<file path="config.mk">
export PLATFORM = sky130hd
export DESIGN_NAME = period_people_counter
export DESIGN_NICKNAME = d
export VERILOG_FILES = /design/src/rtl/period_people_counter.sv
export SDC_FILE = /design/constraint.sdc
export NUM_CORES = 1
export LEC_CHECK = 0
export BUFFER_PORTS_ARGS = -buffer_cell sky130_fd_sc_hd__buf_2
export CAP_MARGIN = 5
export CELL_PAD_IN_SITES_DETAIL_PLACEMENT = 0
export CELL_PAD_IN_SITES_GLOBAL_PLACEMENT = 2
export CORE_UTILIZATION = 39
export CTS_CLUSTER_DIAMETER = 50
export DETAILED_ROUTE_END_ITERATION = 8
export GPL_TIMING_DRIVEN = 0
export PLACE_DENSITY_LB_ADDON = 0.1
export SLEW_MARGIN = 20
export SYNTH_ARGS = -nofsm -noshare
export SYNTH_HDL_FRONTEND = slang
export SYNTH_SLANG_ARGS = --single-unit
</file>
<file path="constraint.sdc">
create_clock -name clk -period 5.2 [get_ports clk]
set_clock_uncertainty 0.1 [all_clocks]
set_input_delay 0 -clock clk [delete_from_list [all_inputs] [get_ports clk]]
set_output_delay 0 -clock clk [all_outputs]
set_load 0.1 [all_outputs]
</file>
<file path="src/rtl/period_people_counter.sv">
// Four-period people counter: sixteen saturating 16-bit counters published on data_raw.
// Optional macro PPC_DEBOUNCE_EN inserts a per-button debouncer between synchronizer and edge detector.
module period_people_counter #(
  parameter int TICKS_PER_SEC   = 100000000,
  parameter int PERIOD_SEC      = 10,
  parameter int MAX_COUNT       = 9999,
  parameter int DEBOUNCE_CYCLES = 1000000
) (
  input  logic         clk,
  input  logic         rst_n,
  input  logic         start,
  input  logic         clear,
  input  logic [3:0]   btn,
  output logic [255:0] data_raw,
  output logic [1:0]   period_idx,
  output logic [7:0]   sec_left,
  output logic         running,
  output logic         done
);

  localparam int              PW         = (TICKS_PER_SEC > 1) ? $clog2(TICKS_PER_SEC) : 1;
  localparam logic [PW-1:0]   PRESC_LAST = PW'(TICKS_PER_SEC - 1);
  localparam logic [7:0]      SEC_LOAD   = 8'(PERIOD_SEC);
  localparam logic [15:0]     CNT_MAX    = 16'(MAX_COUNT);

  if (PERIOD_SEC < 1 || PERIOD_SEC > 255 || TICKS_PER_SEC < 1 || DEBOUNCE_CYCLES < 1 ||
      MAX_COUNT < 1 || MAX_COUNT > 65535) begin : g_param_check
    $error("period_people_counter: parameter out of range");
  end

  typedef enum logic [1:0] {
    S_IDLE = 2'd0,
    S_RUN  = 2'd1,
    S_DONE = 2'd2
  } state_t;

  state_t          state_q, state_d;
  logic [PW-1:0]   presc_q, presc_d;
  logic [7:0]      sec_q, sec_d;
  logic [1:0]      per_q, per_d;
  logic [15:0]     cnt_q [16];
  logic [15:0]     cnt_d [16];

  logic [3:0]      sync1_q, sync1_d;
  logic [3:0]      sync2_q, sync2_d;
  logic [3:0]      prev_q, prev_d;
  logic [3:0]      lvl;
  logic [3:0]      rise;

  function automatic logic [15:0] sat_inc(input logic [15:0] v);
    return (v >= CNT_MAX) ? v : v + 16'd1;
  endfunction

  // Button input path: two-flop synchronizer, optional debounce, rising-edge detect.
  always_comb begin
    sync1_d = btn;
    sync2_d = sync1_q;
    prev_d  = lvl;
    rise    = lvl & ~prev_q;
  end

`ifdef PPC_DEBOUNCE_EN
  localparam int             DW      = $clog2(DEBOUNCE_CYCLES + 1);
  localparam logic [DW-1:0]  DB_LAST = DW'(DEBOUNCE_CYCLES - 1);

  logic [DW-1:0] db_cnt_q [4];
  logic [DW-1:0] db_cnt_d [4];
  logic [3:0]    filt_q, filt_d;

  // A level change is accepted only once DEBOUNCE_CYCLES differing samples arrive back to back.
  always_comb begin
    filt_d = filt_q;
    for (int b = 0; b < 4; b++) begin
      db_cnt_d[b] = '0;
      if (sync2_q[b] != filt_q[b]) begin
        if (db_cnt_q[b] == DB_LAST) begin
          filt_d[b] = sync2_q[b];
        end else begin
          db_cnt_d[b] = db_cnt_q[b] + DW'(1);
        end
      end
    end
  end

  always_ff @(posedge clk or negedge rst_n) begin
    if (!rst_n) begin
      filt_q <= '0;
      for (int b = 0; b < 4; b++) db_cnt_q[b] <= '0;
    end else begin
      filt_q <= filt_d;
      for (int b = 0; b < 4; b++) db_cnt_q[b] <= db_cnt_d[b];
    end
  end

  assign lvl = filt_q;
`else
  assign lvl = sync2_q;
`endif

  always_ff @(posedge clk or negedge rst_n) begin
    if (!rst_n) begin
      sync1_q <= '0;
      sync2_q <= '0;
      prev_q  <= '0;
    end else begin
      sync1_q <= sync1_d;
      sync2_q <= sync2_d;
      prev_q  <= prev_d;
    end
  end

  // Session control, timer and counter update.
  always_comb begin
    state_d = state_q;
    presc_d = presc_q;
    sec_d   = sec_q;
    per_d   = per_q;
    for (int i = 0; i < 16; i++) cnt_d[i] = cnt_q[i];

    unique case (state_q)
      S_IDLE, S_DONE: begin
        if (start) begin
          state_d = S_RUN;
          presc_d = '0;
          sec_d   = SEC_LOAD;
          per_d   = 2'd0;
          for (int i = 0; i < 16; i++) cnt_d[i] = '0;
        end
      end
      S_RUN: begin
        // Edges use per_q, so an edge on the rollover cycle lands in the old period.
        for (int c = 0; c < 4; c++) begin
          if (rise[c]) begin
            cnt_d[{2'(c), per_q}] = sat_inc(cnt_q[{2'(c), per_q}]);
          end
        end
        if (presc_q == PRESC_LAST) begin
          presc_d = '0;
          if (sec_q > 8'd1) begin
            sec_d = sec_q - 8'd1;
          end else if (per_q != 2'd3) begin
            per_d = per_q + 2'd1;
            sec_d = SEC_LOAD;
          end else begin
            state_d = S_DONE;
            sec_d   = 8'd0;
          end
        end else begin
          presc_d = presc_q + PW'(1);
        end
      end
      default: state_d = S_IDLE;
    endcase

    if (clear) begin
      state_d = S_IDLE;
      presc_d = '0;
      sec_d   = 8'd0;
      per_d   = 2'd0;
      for (int i = 0; i < 16; i++) cnt_d[i] = '0;
    end
  end

  always_ff @(posedge clk or negedge rst_n) begin
    if (!rst_n) begin
      state_q <= S_IDLE;
      presc_q <= '0;
      sec_q   <= 8'd0;
      per_q   <= 2'd0;
      for (int i = 0; i < 16; i++) cnt_q[i] <= '0;
    end else begin
      state_q <= state_d;
      presc_q <= presc_d;
      sec_q   <= sec_d;
      per_q   <= per_d;
      for (int i = 0; i < 16; i++) cnt_q[i] <= cnt_d[i];
    end
  end

  for (genvar i = 0; i < 16; i++) begin : g_pack
    assign data_raw[255-16*i -: 16] = cnt_q[i];
  end

  assign period_idx = per_q;
  assign sec_left   = sec_q;
  assign running    = (state_q == S_RUN);
  assign done       = (state_q == S_DONE);

endmodule
</file>
**Word level (Yosys, flattened, before mapping)**

Index checks and enable logic that the tools add are counted.

- Mux-type cells: 60
- $lt $le $gt $ge: 13
- Reduce and logical (&&, ||, !) cells: 11
- Bitwise gates (word level): 6
- Eq/ne operators: 9
- $add $sub $neg: 7

Operators by type and width:

| kind | number |
|---|---|
| 256-bit two-way mux | 9 |
| 256-bit bitwise mux | 4 |
| 256-bit one-hot mux with 2 select lines | 1 |
| 16-bit binary-select mux with 4-bit select | 4 |
| 16-bit demux with 4-bit select | 4 |
| 16-bit two-way mux | 16 |
| 27-bit two-way mux | 3 |
| 16-bit by 1-bit adder with 16-bit output, second input constant | 4 |
| 16-bit by 14-bit >= comparator with 1-bit output, second input constant | 4 |
| 27-bit one-hot mux with 2 select lines | 1 |
| 8-bit two-way mux | 4 |
| 27-bit by 1-bit adder with 27-bit output, second input constant | 1 |
| 27-bit equality test, second input constant | 1 |
| 5-bit >= comparator, second input constant | 4 |
| 5-bit by 1-bit less-than comparator with 1-bit output, second input constant | 4 |
| 2-bit two-way mux | 10 |
| 8-bit one-hot mux with 2 select lines | 1 |
| 4-bit inverter with 5-bit output | 2 |
| 3-bit != test, second input constant | 3 |
| 8-bit by 1-bit greater-than comparator with 1-bit output, second input constant | 1 |
| 2-bit one-hot mux with 2 select lines | 2 |
| 8-bit by 1-bit subtractor with 8-bit output, second input constant | 1 |
| 3-bit by 2-bit != test with 1-bit output, second input constant | 2 |
| 2-bit inverter with 5-bit output | 1 |
| 16 further kinds | 19 |

- Input bits: 8
- Register bits after elaboration: 307
- Output and inout port bits: 268
- Logic and storage cells: 129

**Logic depth before layout (Yosys ltp)**

- Depth after elaboration: 19
- Depth in mapped cells: 13
- Mapped depth without buffers: 8

**Worst setup path before layout**

Ideal clock, no wire load.

- Kind: reg-to-reg
- From: register per_q[1], in the netlist period_idx[1]
- To: register cnt_q, in the netlist data_raw[22]
- Data arrival time: 3.475 ns
- Setup slack: 1.492 ns
- Buffers on the path: 4
- Library setup time: 0.133 ns
- Required time: 4.967 ns
- Stages on the path, launching flop included: 12
- Clock period less this slack: 3.708 ns
- Cells stage by stage: dfrtp_1 > buf_2 > buf_2 > clkbuf_8 > clkbuf_8 > mux4_1 > ha_1 > nand3_1 > or4b_1 > nor3b_1 > xnor2_1 > o21ai_0

- Longest elaborated chain between the ends: 19
- Elaborated cells between the ends (all ways): 61
- Those cells by class: 4 x add/sub; 12 x order compare; 37 x mux; 4 x bitwise; 4 x reduce/logical

Ends and longest elaborated chain:

| item | line | source |
|---|---|---|
| from (decl) | 40 | `logic [1:0] per_q, per_d;` |
| from (signal assigned) | 175 | `per_q <= per_d;` |
| 2-bit inverter with 5-bit output (not written as such) | 134 | `cnt_d[{2'(c), per_q}] = sat_inc(cnt_q[{2'(c), per_q}]);` |
| 16-bit binary-select mux with 4-bit select | 134 |  |
| 16-bit two-way mux (not written as such) (2 in series) | 134 |  |
| 16-bit by 1-bit adder with 16-bit output or 16-bit by 14-bit >= comparator with 1-bit output (tied branches) | 51 | `return (v >= CNT_MAX) ? v : v + 16'd1;` |
| 16-bit two-way mux | 51 |  |
| 256-bit bitwise mux | 134 |  |
| 256-bit two-way mux | 133 | `if (rise[c]) begin` |
| 256-bit two-way mux | 120 | `unique case (state_q)` |
| [2 not listed] | -- |  |
| 256-bit two-way mux | 120 |  |
| 256-bit bitwise mux | 134 |  |
| 256-bit two-way mux | 133 |  |
| 256-bit two-way mux | 120 |  |
| 256-bit bitwise mux | 134 |  |
| 256-bit two-way mux * | 133 |  |
| 256-bit one-hot mux with 2 select lines * | 120 |  |
| 256-bit two-way mux * | 155 | `if (clear) begin` |
| to (decl) | 41 | `logic [15:0] cnt_q [16];` |

Mark *: on every way between the ends. The rest lies on a longest branch, timed or not. The select of a mux whose other input is x is not followed.
A chain may end at the register's enable or synchronous reset.

**Worst setup path in the final report**

- From: register per_q[1], in the netlist period_idx[1]
- To: register cnt_q, in the netlist data_raw[234]

The elaborated chain is that of the path after synthesis.

==> impl_metrics.json <==
{
  "initial_core_util_pct": 40.03,
  "worstPathCellList": "buf_2 > buf_2 > clkbuf_8 > clkbuf_8 > inv_1 > ha_1 > clkbuf_1 > nand2_1 > nand2_1 > nand2_1 > dlygate4sd3_1 > nand2_1 > o21ai_0",
  "clk_latency_ps": 540,
  "max_stage_delay_ps": 960,
  "start_kind": "flip-flop",
  "rows": 70,
  "antenna_left": 0,
  "clock_sinks": 307,
  "seq_area_frac_synth_pct": 51.93,
  "antenna_found_initial": 0,
  "synth_xor_area_share_pct": 4.085,
  "power_density_mw_per_mm2": 337.9,
  "dpl.hpwl_um": 34140,
  "worstHoldStart": "btn[2]",
  "fmax_ghz": 0.2326,
  "core_area_mm2": 0.03696,
  "avgViaCountPerCell": 5.415,
  "pre_cts_ws_ps": 910.3,
  "final_cells": 2237,
  "cts_buffers": 39,
  "status": "finished, final reports clean",
  "report.final.slew_viol_count": 0,
  "pin_count": 276,
  "hp-class": "in -> reg",
  "synth_top_family_by_area": "simple AND/OR/NAND/NOR gates",
  "drive_gt1_share_pct": 23.31,
  "num-nets-final": 1726,
  "rsz0062_at_grt": "false",
  "synthTopCellsByArea": "dfrtp_1 52%, nand2_1 7.9%, o21ai_0 6.8%",
  "synthesis.nets": 1396,
  "critical_path_class": "reg -> reg",
  "path_buf_inv": 7,
  "yosys.area.top_type_share_pct": 51.93,
  "intPower_mw": 4.348,
  "antennaDiodeCount": 0,
  "avgSynthCellArea_um2": 10.74,
  "maxCapViolations": 0,
  "vias": 12114,
  "overflow": 0,
  "crit_path_end_kind": "flip-flop",
  "setup_viol": 0,
  "pwr-share-clk_pct": 43.8,
  "finalCritPeriodShare_pct": 82.67,
  "drt-total-wl_um": 48000,
  "die_area_mm2": 0.03872,
  "finalHoldViolCount": 0,
  "post_cts_resized": 0,
  "seq_power_share_pct": 39.9,
  "final_cell_mix": "311 x nand2_1, 307 x dfrtp_1, 277 x buf_2",
  "fin_crit_ps": 4299,
  "synthCells": 1377,
  "crit_slowest_cell": "dlygate4sd3_1",
  "clkTransAtPathRegs_ps": 60,
  "grt_pass1_wl_um": 72710,
  "critPathArrivalTime_ps": 4650,
  "drc_errors": 0,
  "final_common_cell": "nand2_1",
  "cellLeakagePower_nw": 8.635,
  "startpoint": "period_idx[1]",
  "p_sw_share_pct": 29.68,
  "grt_max_degree": 94,
  "synth_seq_cells": 307,
  "place_inst": 2158,
  "port_buffers": 274,
  "clockBufferDepth": 3,
  "muxShareOfSynthArea_pct": 10.94,
  "first_iter_violations": 638,
  "syn_area_mm2": 0.01479,
  "wl_per_cell_um": 21.46,
  "fin_ws_ps": 901.0,
  "critPathTopFamily": "buffers and inverters",
  "synthDistinctLibCells": 64,
  "peakVddDrop_mv": 0.2939,
  "synth_fa_ha_area_share_pct": 0.9303,
  "yosys.area_share.simple_pct": 16.70,
  "root_buffer": "clkbuf_16",
  "p_switching_mw": 1.836,
  "die_h_um": 196.8,
  "yosysTopAreaCell": "dfrtp_1",
  "track_usage_pct": 24.96,
  "ys.flop_type": "dfrtp_1",
  "synthArstFlopShare_pct": 100.0,
  "r2r_start": "period_idx[1]",
  "synth_compound_area_share_pct": 12.80,
  "htreeDepth": 2,
  "area_growth_pct": 23.69,
  "tritoncts": "built",
  "required_ps": 5550,
  "synth_edf_count": 0,
  "die_x_um": 196.8,
  "gp_congestion": 0.8646,
  "grt_pass1_vias": 11991,
  "power_frac_comb_pct": 16.4,
  "slew_headroom_pct": 27.94,
  "final_core_util_pct": 49.51,
  "cpMostUsedCell": "nand2_1",
  "ys_warn_count": 0,
  "worstMarginPinSlew_ps": 1072,
  "drt-pass1-iter-count": 5,
  "crit_fanout": 10
}
-- synth_stat cells, types with 7 or more instances --
master / number
a21oi_1: 10
a22o_1: 45
and2_1: 27
and3_1: 8
clkbuf_1: 43
dfrtp_1: 307
ha_1: 11
inv_1: 12
mux4_1: 31
mux4_2: 33
nand2_1: 311
nand3_1: 26
nand4_1: 14
nor2_1: 56
nor2b_1: 10
nor3_1: 24
nor3b_1: 7
nor4_1: 15
o21ai_0: 202
o21ai_1: 23
xnor2_1: 52
xor2_1: 17
-- sequential cells by signal, summed over array words and instances, names as in the netlist --
name        flops
prev_q          4
lvl             4
sync1_q         4
sec_left        8
period_idx      2
state_q         2
presc_q        27
data_raw      256
-- logic make-up after synthesis --
logic type                 count (synthesis)
AOI/OAI and AO/OA                        313
xor gates and xnor gates                  69
adders and majority gates                 11
buffers and inverters                     73
DFF                                      307
muxes                                     70
and+or+nand+nor                          534
-- per-stage QoR --
step	cell area (um^2)	setup TNS [ps]	hold slack, ps	power (mW)
after global placement	16800	-596990	8.629	3.512
after CTS	18300	0	26.52	6.257
after global routing	18300	0	65.07	6.406
after floorplan	14790	0	-395.6	3.177
after detailed placement	16890	0	-152.8	3.525
final	18300	0	44.29	6.184
-- per-layer routing --
metal | track usage (%) | vias up | wire (um)
met5 | 0 | - | 0
met4 | 9.647 | 0 | 1547
met3 | 3.850 | 83 | 2376
met2 | 39.48 | 324 | 22360
met1 | 34.57 | 6092 | 21710
li1 | - | 5615 | -
-- power by group through the flow --
stage          clock (mW)  sequential, mW  combinational, mW
4_1_cts              2.76            2.47               1.03
3_3_place_gp            0            2.51               1.00
5_1_grt              2.85            2.47               1.09
2_1_floorplan           0            2.69              0.489
3_5_place_dp            0            2.51               1.02
6_report             2.71            2.47               1.01
-- cell type report --
type                    count  area (um^2)
flip-flops and latches    307         7682
clock inverters            12        173.9
well taps                 504        630.6
fillers                  3608        18660
multi-input cells         997         6726
repair buffers            289         1602
clock buffers              55         1099
plain buffers              61        340.3
inverters                  12        45.04
-- what timing repair did --
item	4_1_cts	5_1_grt
hold endpoints to repair	223	0
hold buffers	12	0
setup buffers	0	0
-- worst reg2reg max path, cell delays in order (launching register included) --
cell and delay (ps):
dfrtp_1 540, buf_2 380, buf_2 370, clkbuf_8 300, clkbuf_8 250, inv_1 80
ha_1 230, clkbuf_1 320, nand2_1 140, nand2_1 60, nand2_1 270, dlygate4sd3_1 960
nand2_1 110, o21ai_0 90
-- final timing paths --
| path | endpoint | slack, ps | cells past startpoint |
|---|---|---|---|
| max in group asynchronous | presc_q[14] | 3640 | 5 |
| worst min-delay path | sync1_q[2] | 40 | 2 |
| worst min register to register | lvl[1] | 240 | 0 |
| min in group asynchronous | data_raw[118] | 500 | 4 |
| worst max register to register | data_raw[234] | 900 | 13 |
| worst max-delay path | data_raw[234] | 900 | 13 |
No activity file was read; power rests on OpenSTA's default activity.
